[src/rtl/stream_source_pkg.sv]
// Shared definitions for the stream_source range generator: FSM state
// encoding and default widths. The element width defaults to the
// project-wide integer width (intN = 8 bits).
package stream_source_pkg;

    // Project-wide integer width used for stream elements by default.
    localparam int INT_N         = 8;
    localparam int DEFAULT_WIDTH = INT_N;
    localparam int DEFAULT_LEN_W = 8;

    // Call life cycle: waiting for a call, streaming elements, holding the
    // completion until it is accepted.
    typedef enum logic [1:0] {
        ST_IDLE = 2'd0,
        ST_RUN  = 2'd1,
        ST_DONE = 2'd2
    } state_e;

endpackage : stream_source_pkg

[src/rtl/stream_source_if.sv]
// Bundle of the three handshakes of stream_source: the call (in_*), the
// completion (out_*) and the produced stream (sOut*). The master modport is
// the generator side; the slave modport is its caller / stream consumer.
// Optional macro STREAM_SOURCE_STEP_EN adds the per-call step input.
interface stream_source_if
    import stream_source_pkg::*;
#(
    parameter int WIDTH = DEFAULT_WIDTH,
    parameter int LEN_W = DEFAULT_LEN_W
);
    // Call request
    logic             in_valid;
    logic             in_ready;
    logic [WIDTH-1:0] start;
    logic [LEN_W-1:0] len;
`ifdef STREAM_SOURCE_STEP_EN
    logic [WIDTH-1:0] step;
`endif
    // Completion
    logic             out_valid;
    logic             out_ready;
    logic [LEN_W-1:0] out_count;
    // Produced stream
    logic [WIDTH-1:0] sOut;
    logic             sOut_valid;
    logic             sOut_ready;

`ifdef STREAM_SOURCE_STEP_EN
    modport master (
        input  in_valid, start, len, step, out_ready, sOut_ready,
        output in_ready, out_valid, out_count, sOut, sOut_valid
    );
    modport slave (
        output in_valid, start, len, step, out_ready, sOut_ready,
        input  in_ready, out_valid, out_count, sOut, sOut_valid
    );
`else
    modport master (
        input  in_valid, start, len, out_ready, sOut_ready,
        output in_ready, out_valid, out_count, sOut, sOut_valid
    );
    modport slave (
        output in_valid, start, len, out_ready, sOut_ready,
        input  in_ready, out_valid, out_count, sOut, sOut_valid
    );
`endif

endinterface : stream_source_if

[src/rtl/stream_source.sv]
// stream_source: accepts a call (start, len), emits the counting stream
// start, start+step, ... (len elements, modulo 2^WIDTH) under backpressure,
// then returns a completion carrying the number of elements emitted.
// Optional macro STREAM_SOURCE_STEP_EN: the increment is taken from the
// call's step input; otherwise the increment is fixed at 1.
// All outputs are registered except in_ready, which is decoded from state,
// so no valid ever depends combinationally on a ready.
module stream_source
    import stream_source_pkg::*;
#(
    parameter int WIDTH = DEFAULT_WIDTH,
    parameter int LEN_W = DEFAULT_LEN_W
) (
    input  logic            clk,
    input  logic            nrst,
    stream_source_if.master bus
);

    state_e           state_q;
    logic [WIDTH-1:0] sout_q;
    logic             sout_valid_q;
    logic             out_valid_q;
    logic [LEN_W-1:0] out_count_q;
    logic [LEN_W-1:0] remaining_q;
    logic [WIDTH-1:0] step_w;
    logic [WIDTH-1:0] sout_d;
    logic             xfer_w;

`ifdef STREAM_SOURCE_STEP_EN
    logic [WIDTH-1:0] step_q;

    // Step is captured with start so a caller may change it mid-stream.
    always_ff @(posedge clk or negedge nrst) begin
        if (!nrst) begin
            step_q <= WIDTH'(1);
        end else if (state_q == ST_IDLE && bus.in_valid) begin
            step_q <= bus.step;
        end
    end

    assign step_w = step_q;
`else
    assign step_w = WIDTH'(1);
`endif

    // Successor element wraps naturally at 2^WIDTH.
    assign sout_d = sout_q + step_w;

    // An element is taken when it is offered and the consumer is ready.
    assign xfer_w = sout_valid_q && bus.sOut_ready;

    // Call FSM with registered stream, completion and count outputs.
    always_ff @(posedge clk or negedge nrst) begin
        if (!nrst) begin
            state_q      <= ST_IDLE;
            sout_q       <= '0;
            sout_valid_q <= 1'b0;
            out_valid_q  <= 1'b0;
            out_count_q  <= '0;
            remaining_q  <= '0;
        end else begin
            case (state_q)
                ST_IDLE: begin
                    if (bus.in_valid) begin
                        out_count_q <= '0;
                        if (bus.len == '0) begin
                            // Empty call: complete straight away.
                            out_valid_q <= 1'b1;
                            state_q     <= ST_DONE;
                        end else begin
                            sout_q       <= bus.start;
                            sout_valid_q <= 1'b1;
                            remaining_q  <= bus.len;
                            state_q      <= ST_RUN;
                        end
                    end
                end
                ST_RUN: begin
                    // Without a transfer everything holds, keeping the
                    // offered element stable while stalled.
                    if (xfer_w) begin
                        out_count_q <= out_count_q + LEN_W'(1);
                        remaining_q <= remaining_q - LEN_W'(1);
                        if (remaining_q == LEN_W'(1)) begin
                            // Last element taken: the data register keeps
                            // its final value, only valid drops.
                            sout_valid_q <= 1'b0;
                            out_valid_q  <= 1'b1;
                            state_q      <= ST_DONE;
                        end else begin
                            sout_q <= sout_d;
                        end
                    end
                end
                ST_DONE: begin
                    if (bus.out_ready) begin
                        out_valid_q <= 1'b0;
                        state_q     <= ST_IDLE;
                    end
                end
                default: begin
                    state_q      <= ST_IDLE;
                    sout_valid_q <= 1'b0;
                    out_valid_q  <= 1'b0;
                end
            endcase
        end
    end

    assign bus.in_ready   = (state_q == ST_IDLE);
    assign bus.sOut       = sout_q;
    assign bus.sOut_valid = sout_valid_q;
    assign bus.out_valid  = out_valid_q;
    assign bus.out_count  = out_count_q;

endmodule : stream_source

[src/flat_wrapper.sv]
// flat-port wrapper written by rule: the top's interface ports become plain ports
module stream_source_flat import stream_source_pkg::*;
#(
    parameter int WIDTH = DEFAULT_WIDTH,
    parameter int LEN_W = DEFAULT_LEN_W
)
  (clk, nrst, bus_in_valid, bus_start, bus_len, bus_out_ready, bus_sOut_ready, bus_in_ready, bus_out_valid, bus_out_count, bus_sOut, bus_sOut_valid);
  stream_source_if #(.WIDTH(WIDTH), .LEN_W(LEN_W)) bus_i ();
  input  logic clk;
  input  logic nrst;
  input wire logic [$bits(bus_i.in_valid)-1:0] bus_in_valid;
  input wire logic [$bits(bus_i.start)-1:0] bus_start;
  input wire logic [$bits(bus_i.len)-1:0] bus_len;
  input wire logic [$bits(bus_i.out_ready)-1:0] bus_out_ready;
  input wire logic [$bits(bus_i.sOut_ready)-1:0] bus_sOut_ready;
  output wire logic [$bits(bus_i.in_ready)-1:0] bus_in_ready;
  output wire logic [$bits(bus_i.out_valid)-1:0] bus_out_valid;
  output wire logic [$bits(bus_i.out_count)-1:0] bus_out_count;
  output wire logic [$bits(bus_i.sOut)-1:0] bus_sOut;
  output wire logic [$bits(bus_i.sOut_valid)-1:0] bus_sOut_valid;
  assign bus_i.in_valid = bus_in_valid;
  assign bus_i.start = bus_start;
  assign bus_i.len = bus_len;
  assign bus_i.out_ready = bus_out_ready;
  assign bus_i.sOut_ready = bus_sOut_ready;
  assign bus_in_ready = bus_i.in_ready;
  assign bus_out_valid = bus_i.out_valid;
  assign bus_out_count = bus_i.out_count;
  assign bus_sOut = bus_i.sOut;
  assign bus_sOut_valid = bus_i.sOut_valid;
  stream_source #(.WIDTH(WIDTH), .LEN_W(LEN_W)) u_core (.clk(clk), .nrst(nrst), .bus(bus_i));
endmodule
[config.mk]
export PLATFORM = sky130hd
export DESIGN_NAME = stream_source_flat
export DESIGN_NICKNAME = d
export VERILOG_FILES = /design/src/rtl/stream_source_pkg.sv /design/src/rtl/stream_source_if.sv /design/src/rtl/stream_source.sv /design/src/flat_wrapper.sv
export SDC_FILE = /design/constraint.sdc
export NUM_CORES = 1
export LEC_CHECK = 0
export CORE_UTILIZATION = 25
export DETAILED_ROUTE_END_ITERATION = 6
export SLEW_MARGIN = 20
export SYNTH_ARGS = -nofsm -noshare
export SYNTH_HDL_FRONTEND = slang
export SYNTH_SLANG_ARGS = --single-unit
[constraint.sdc]
create_clock -name clk -period 2.9 [get_ports clk]
set_clock_uncertainty 0.15 [all_clocks]
set_input_delay 0.29 -clock clk [delete_from_list [all_inputs] [get_ports clk]]
set_output_delay 0.29 -clock clk [all_outputs]
set_load 0.1 [all_outputs]
## After elaboration in Yosys (flattened, before gate mapping)

Cells that the tools add are included.

- Shifts and indexed selects: 0
- Multipliers: 0
- Equal/unequal tests: 10
- Divide/modulo/power cells: 0
- Reductions and logical operators: 10
- Mux-type cells: 29
- $add $sub $neg: 3
- Order comparisons: 0
- Bitwise operators: 1

Operators with widths:

| cell | number |
|---|---|
| 2-to-1 mux 8 bit | 9 |
| case mux 8 bit (2 select lines) | 3 |
| adder 8 x 1 -> 8 bit, second input constant | 2 |
| AND reduction 5 bit | 3 |
| 2-to-1 mux 2 bit | 5 |
| 2-to-1 mux 1 bit | 9 |
| equality test 8 x 1 -> 1 bit, second input constant | 1 |
| zero test 8 bit | 1 |
| inequality test 2 bit, second input constant | 4 |
| AND reduction 4 bit | 2 |
| subtractor 8 x 1 -> 8 bit, second input constant | 1 |
| inequality test 2 x 1 -> 1 bit, second input constant | 3 |
| case mux 1 bit (3 select lines) | 2 |
| case mux 2 bit (3 select lines) | 1 |
| AND reduction 3 bit | 1 |
| equality test 2 x 1 -> 1 bit, second input constant | 1 |
| equality test 2 bit, second input constant | 1 |
| zero test 2 bit | 1 |
| nonzero test 2 bit | 1 |
| logical AND 1 bit | 1 |
| NOT 1 bit | 1 |

- Bits in latches: 0
- Input port bits: 21
- Word-level logic and storage cells: 59
- RAM bits: 0
- Memories: 0
- Flip-flop bits (word level): 28
- Memory bits (read-only): 0

## Longest topological paths before layout

- Depth after elaboration: 4
- Gate-level depth with buffers: 6
- Gate-level depth less buffers: 6

## Worst setup path after synthesis

OpenSTA, ideal clock, no wires.

- Path type: reg-to-reg
- From: reg u_core.state_q[0]
- To: reg u_core.remaining_q[1]
- Stages on the path, launching flop included: 6
- Library setup time: 79 ps
- Data arrival time: 2,703 ps
- Path slack: -32 ps
- Clock period less this slack: 2,932 ps
- Path through: dfrtp_1 clkbuf_8 nor2_1 nand3_2 nand2_1 mux2i_1

- Cells in the longest elaborated chain, start to end: 3
- Elaborated cells between the ends (all ways): 8
- Classes of those cells: eq/ne: 4; mux: 1; reduce/logical: 3

Ends and longest elaborated chain:

| item | line | source |
|---|---|---|
| start: declaration | stream_source.sv:19 | `state_e state_q;` |
| start signal: assignment | stream_source.sv:55 | `state_q <= ST_IDLE;` |
| start signal: assignment | stream_source.sv:69 | `state_q <= ST_DONE;` |
| start signal: assignment | stream_source.sv:74 | `state_q <= ST_RUN;` |
| zero test 2 bit * | n/a |  |
| via bus_in_ready | flat_wrapper.sv:16 | `output wire logic [$bits(bus_i.in_ready)-1:0] bus_in_ready;` |
| inequality test 2 bit (no line) / nonzero test 2 bit (equally long branches) | n/a |  |
| AND reduction 4 bit (no line) | n/a |  |
| end signal: assignment | stream_source.sv:73 | `remaining_q <= bus.len;` |
| end signal: assignment | stream_source.sv:83 | `remaining_q <= remaining_q - LEN_W'(1);` |
| end: declaration | stream_source.sv:24 | `logic [LEN_W-1:0] remaining_q;` |

Mark *: on every way through the listed nets, which the timed path passes. The rest lies on a longest branch.
A chain may end at the register's enable or synchronous reset.

## Worst setup path in the final report

- From: in bus_len[2]
- To: reg u_core.remaining_q[1]

- Cells in the longest elaborated chain, start to end: 3

Ends and longest elaborated chain:

| item | line | source |
|---|---|---|
| start: declaration | flat_wrapper.sv:13 | `input wire logic [$bits(bus_i.len)-1:0] bus_len;` |
| zero test 8 bit | stream_source.sv:66 | `if (bus.len == '0) begin` |
| inequality test 2 bit (no line) | n/a |  |
| AND reduction 4 bit (no line) | n/a |  |

Every way passes these cells.

==> metrics.yaml <==
status:
  outcome: "complete, no violations"
floorplan:
  die_w_microns: 85.7
  ioPinCount: 40
  chipHeight_microns: 85.7
  num_rows: 30
  die_area_sq_um: 7350
  core-area_sq_um: 6790
  start_util: 0.258
synthesis:
  syn_nets: 216
  yosys.area.top_type: "dfrtp_1"
  netlist_instances: 191
  ys_types: 51
  netlist.area_leader.share: 0.400
  synthTopCellsByArea: "dfrtp_1 (40%), o21ai_0 (4.9%), o2bb2ai_1 (4.0%)"
  yosysSeqAreaShare: 0.400
  syn_avg_cell_area_sq_um: 9.17
  synthFlopType: "dfrtp_1"
  synthesis.area_sq_um: 1750
  synth_edf_count: 0
  synth-async-reset-ratio: 1.00
  yosys_warnings: 0
  synth-seq-cells: 28
setup_path:
  slowest_delay_ns: 0.51
  arrival_ns: 2.10
  crit_slowest_cell: "nor4_2"
  worstPathCellList: "clkdlybuf4s50_1 > nor4_2 > nand3_2 > nand2_1 > mux2i_1"
  crit_family: "simple AND/OR/NAND/NOR gates"
  crit_path_start_kind: "input port"
  worstSetupPathType: "input port to flop"
  required_ns: 2.96
  cp_max_fo: 10
  cp_num_buf_inv: 1
  critPathCaptureType: "flop"
power_and_ir_drop:
  ir_worst_vdd_uv: 414
  leakage_nw: 0.922
  cellPowerDensity_nw_per_um2: 1160
  finalPower_mw: 2.62
final_layout:
  layout.nets: 255
  area_growth_pct: 28.4
  drive_gt1_frac: 0.170
  fin_area_sq_um: 2250
  insertedDiodeCount: 0
drt:
  drtIter0Drc: 53
  routedWlPerCell_microns: 14.3
  drc_errors: 0
  dr.pass1.iters: 4
  drt_wl_total_mm: 4.64
  vias: 1609
  ant_nets: 0
  via_per_inst: 4.95
timing:
  max_freq_mhz: 490
  rsz0062_at_grt: "false"
  worstMarginPinSlew_ns: 0.570
  slew_violations: 0
  max_slew_margin: 0.620
  setup_viol: 0
  hold_viol_final: 0
  min_period_ns: 2.04
  tns_ns: 0
  fin_crit_sh: 0.704
run:
  maxCapViolations: 0
global_route:
  antenna_found_initial: 0
  grt_pass1_wl_mm: 7.78
  grt_pass1_vias: 1547
  overflow: 0
  grt_usage: 0.132
  grt_max_degree: 29
clocking:
  clk-insertion-delay-late_ns: 0.28
  clk_pin_slew_ns: 0.10
  clockRootBuffer: "clkbuf_8"
  clockBufferDepth: 2
  h-tree-depth: 1
  tritoncts: "done"
  cts_buffers: 3
  clock_sinks: 28
  cts_resized: 0
  hold_buffers: 0
  cts_post_setup_buffers_inserted: 0
placed_design:
  dpl_cell_area_sq_um: 2180
  dpl.hpwl_mm: 3.32
  io_buffer_count: 39
  routabilityCongestion: 0.772
hold_path:
  hp-class: "input port to async pin"
cells by family (layout without fill, tap and decap cells):
kind of cell,count (synthesis),after routing,share of synthesized area
muxes,2,2,0.0114
and+or+nand+nor,73,73,0.244
xor gates and xnor gates,4,4,0.0200
adders and majority gates,4,4,0.0286
DFF,28,28,0.400
buffers and inverters,17,55,0.0571
AOI/OAI and AO/OA,63,63,0.239
cells in the final DEF, fill, tap and decap left out, drive strengths merged, types with 3 or more instances in the layout:
cell and count:
or3 4, a31oi 4, ha 4, nor4 3
inv 8, dfrtp 28, clkdlybuf4s50 20, nand3 12
o31ai 3, nand2 14, clkbuf 3, o211ai 3
nor3 5, nor2 13, nand2b 3, o21ai 19
nand4 3, or4 3, a22oi 3, o2bb2ai 8
xor2 4, a21oi 12, buf 23
through the flow:
step	hold slack, ns	setup slack (ns)	std cells	utilization
5_1_grt	0.270	0.712	325	0.331
4_1_cts	0.252	0.871	325	0.331
3_3_place_gp	0.329	0.618	321	0.320
3_5_place_dp	0.330	0.564	321	0.320
6_report	0.243	0.857	325	0.331
2_1_floorplan	-0.156	0.568	191	-
area by class of cell:
cell class | count | area, sq um
Clock buffer | 3 | 41.3
Clock inverter | 1 | 30.0
Fill cell | 725 | 4550
Inverter | 8 | 30.0
Multi-Input combinational cell | 146 | 953
Sequential cell | 28 | 701
Tap cell | 96 | 120
Timing Repair Buffer | 43 | 373
synthesized netlist by cell type, drive strengths merged (2+ instances only):
library cell / count
mux2i: 2
o21ai: 19
o31ai: 3
a21oi: 12
inv: 8
o2bb2ai: 8
xor2: 4
nand3: 12
nand2b: 3
nor4: 3
clkbuf: 6
nor3: 5
o2111ai: 2
buf: 3
and3: 2
a31oi: 4
o211ai: 3
nand2: 14
ha: 4
o22ai: 2
dfrtp: 28
a22oi: 3
or3: 4
nor2: 13
nand4: 3
or4: 3
nor3b: 2
power breakdown:
part	internal (mW)	switching, mW	total [mW]	leakage, nW
clock network	0.185	0.132	0.317	0.0357
registers	0.536	0.199	0.735	0.349
logic	0.445	1.12	1.56	0.538
worst register-to-register path: cells and delay by family (launching register included):
family	cells	cell delay (ns)
and+or+nand+nor	1	0.14
AOI/OAI and AO/OA	3	0.84
DFF	1	0.38
adders and majority gates	1	0.17
buffers and inverters	2	0.24
registers in the layout, indices dropped and copies added (netlist names):
register / flops
u_core.bus.out_count: 8
u_core.bus.sOut: 8
u_core.remaining_q: 8
u_core.state_q: 2
u_core.bus.out_valid: 1
u_core.bus.sOut_valid: 1
worst paths after layout:
kind	from	to	slack, ns	cells past startpoint
worst max-delay path	bus_len[2]	u_core.remaining_q[1]	0.86	5
worst min-delay path	nrst	u_core.remaining_q[5]	0.24	2
max in group asynchronous	nrst	u_core.bus.sOut[2]	2.07	2
min in group clk	u_core.bus.out_valid	u_core.bus.out_valid	0.34	2
worst min register to register	u_core.bus.out_valid	u_core.bus.out_valid	0.34	2
worst max register to register	u_core.remaining_q[1]	u_core.bus.sOut[5]	0.91	7
per-layer routing:
layer	share of wire	up-vias	GRT usage
met4	0.014	0	0.0364
met2	0.47	33	0.209
met3	0.037	6	0.0279
met1	0.48	768	0.183
li1	-	802	-
met5	0	-	0
(Power assumes the default switching activity.)
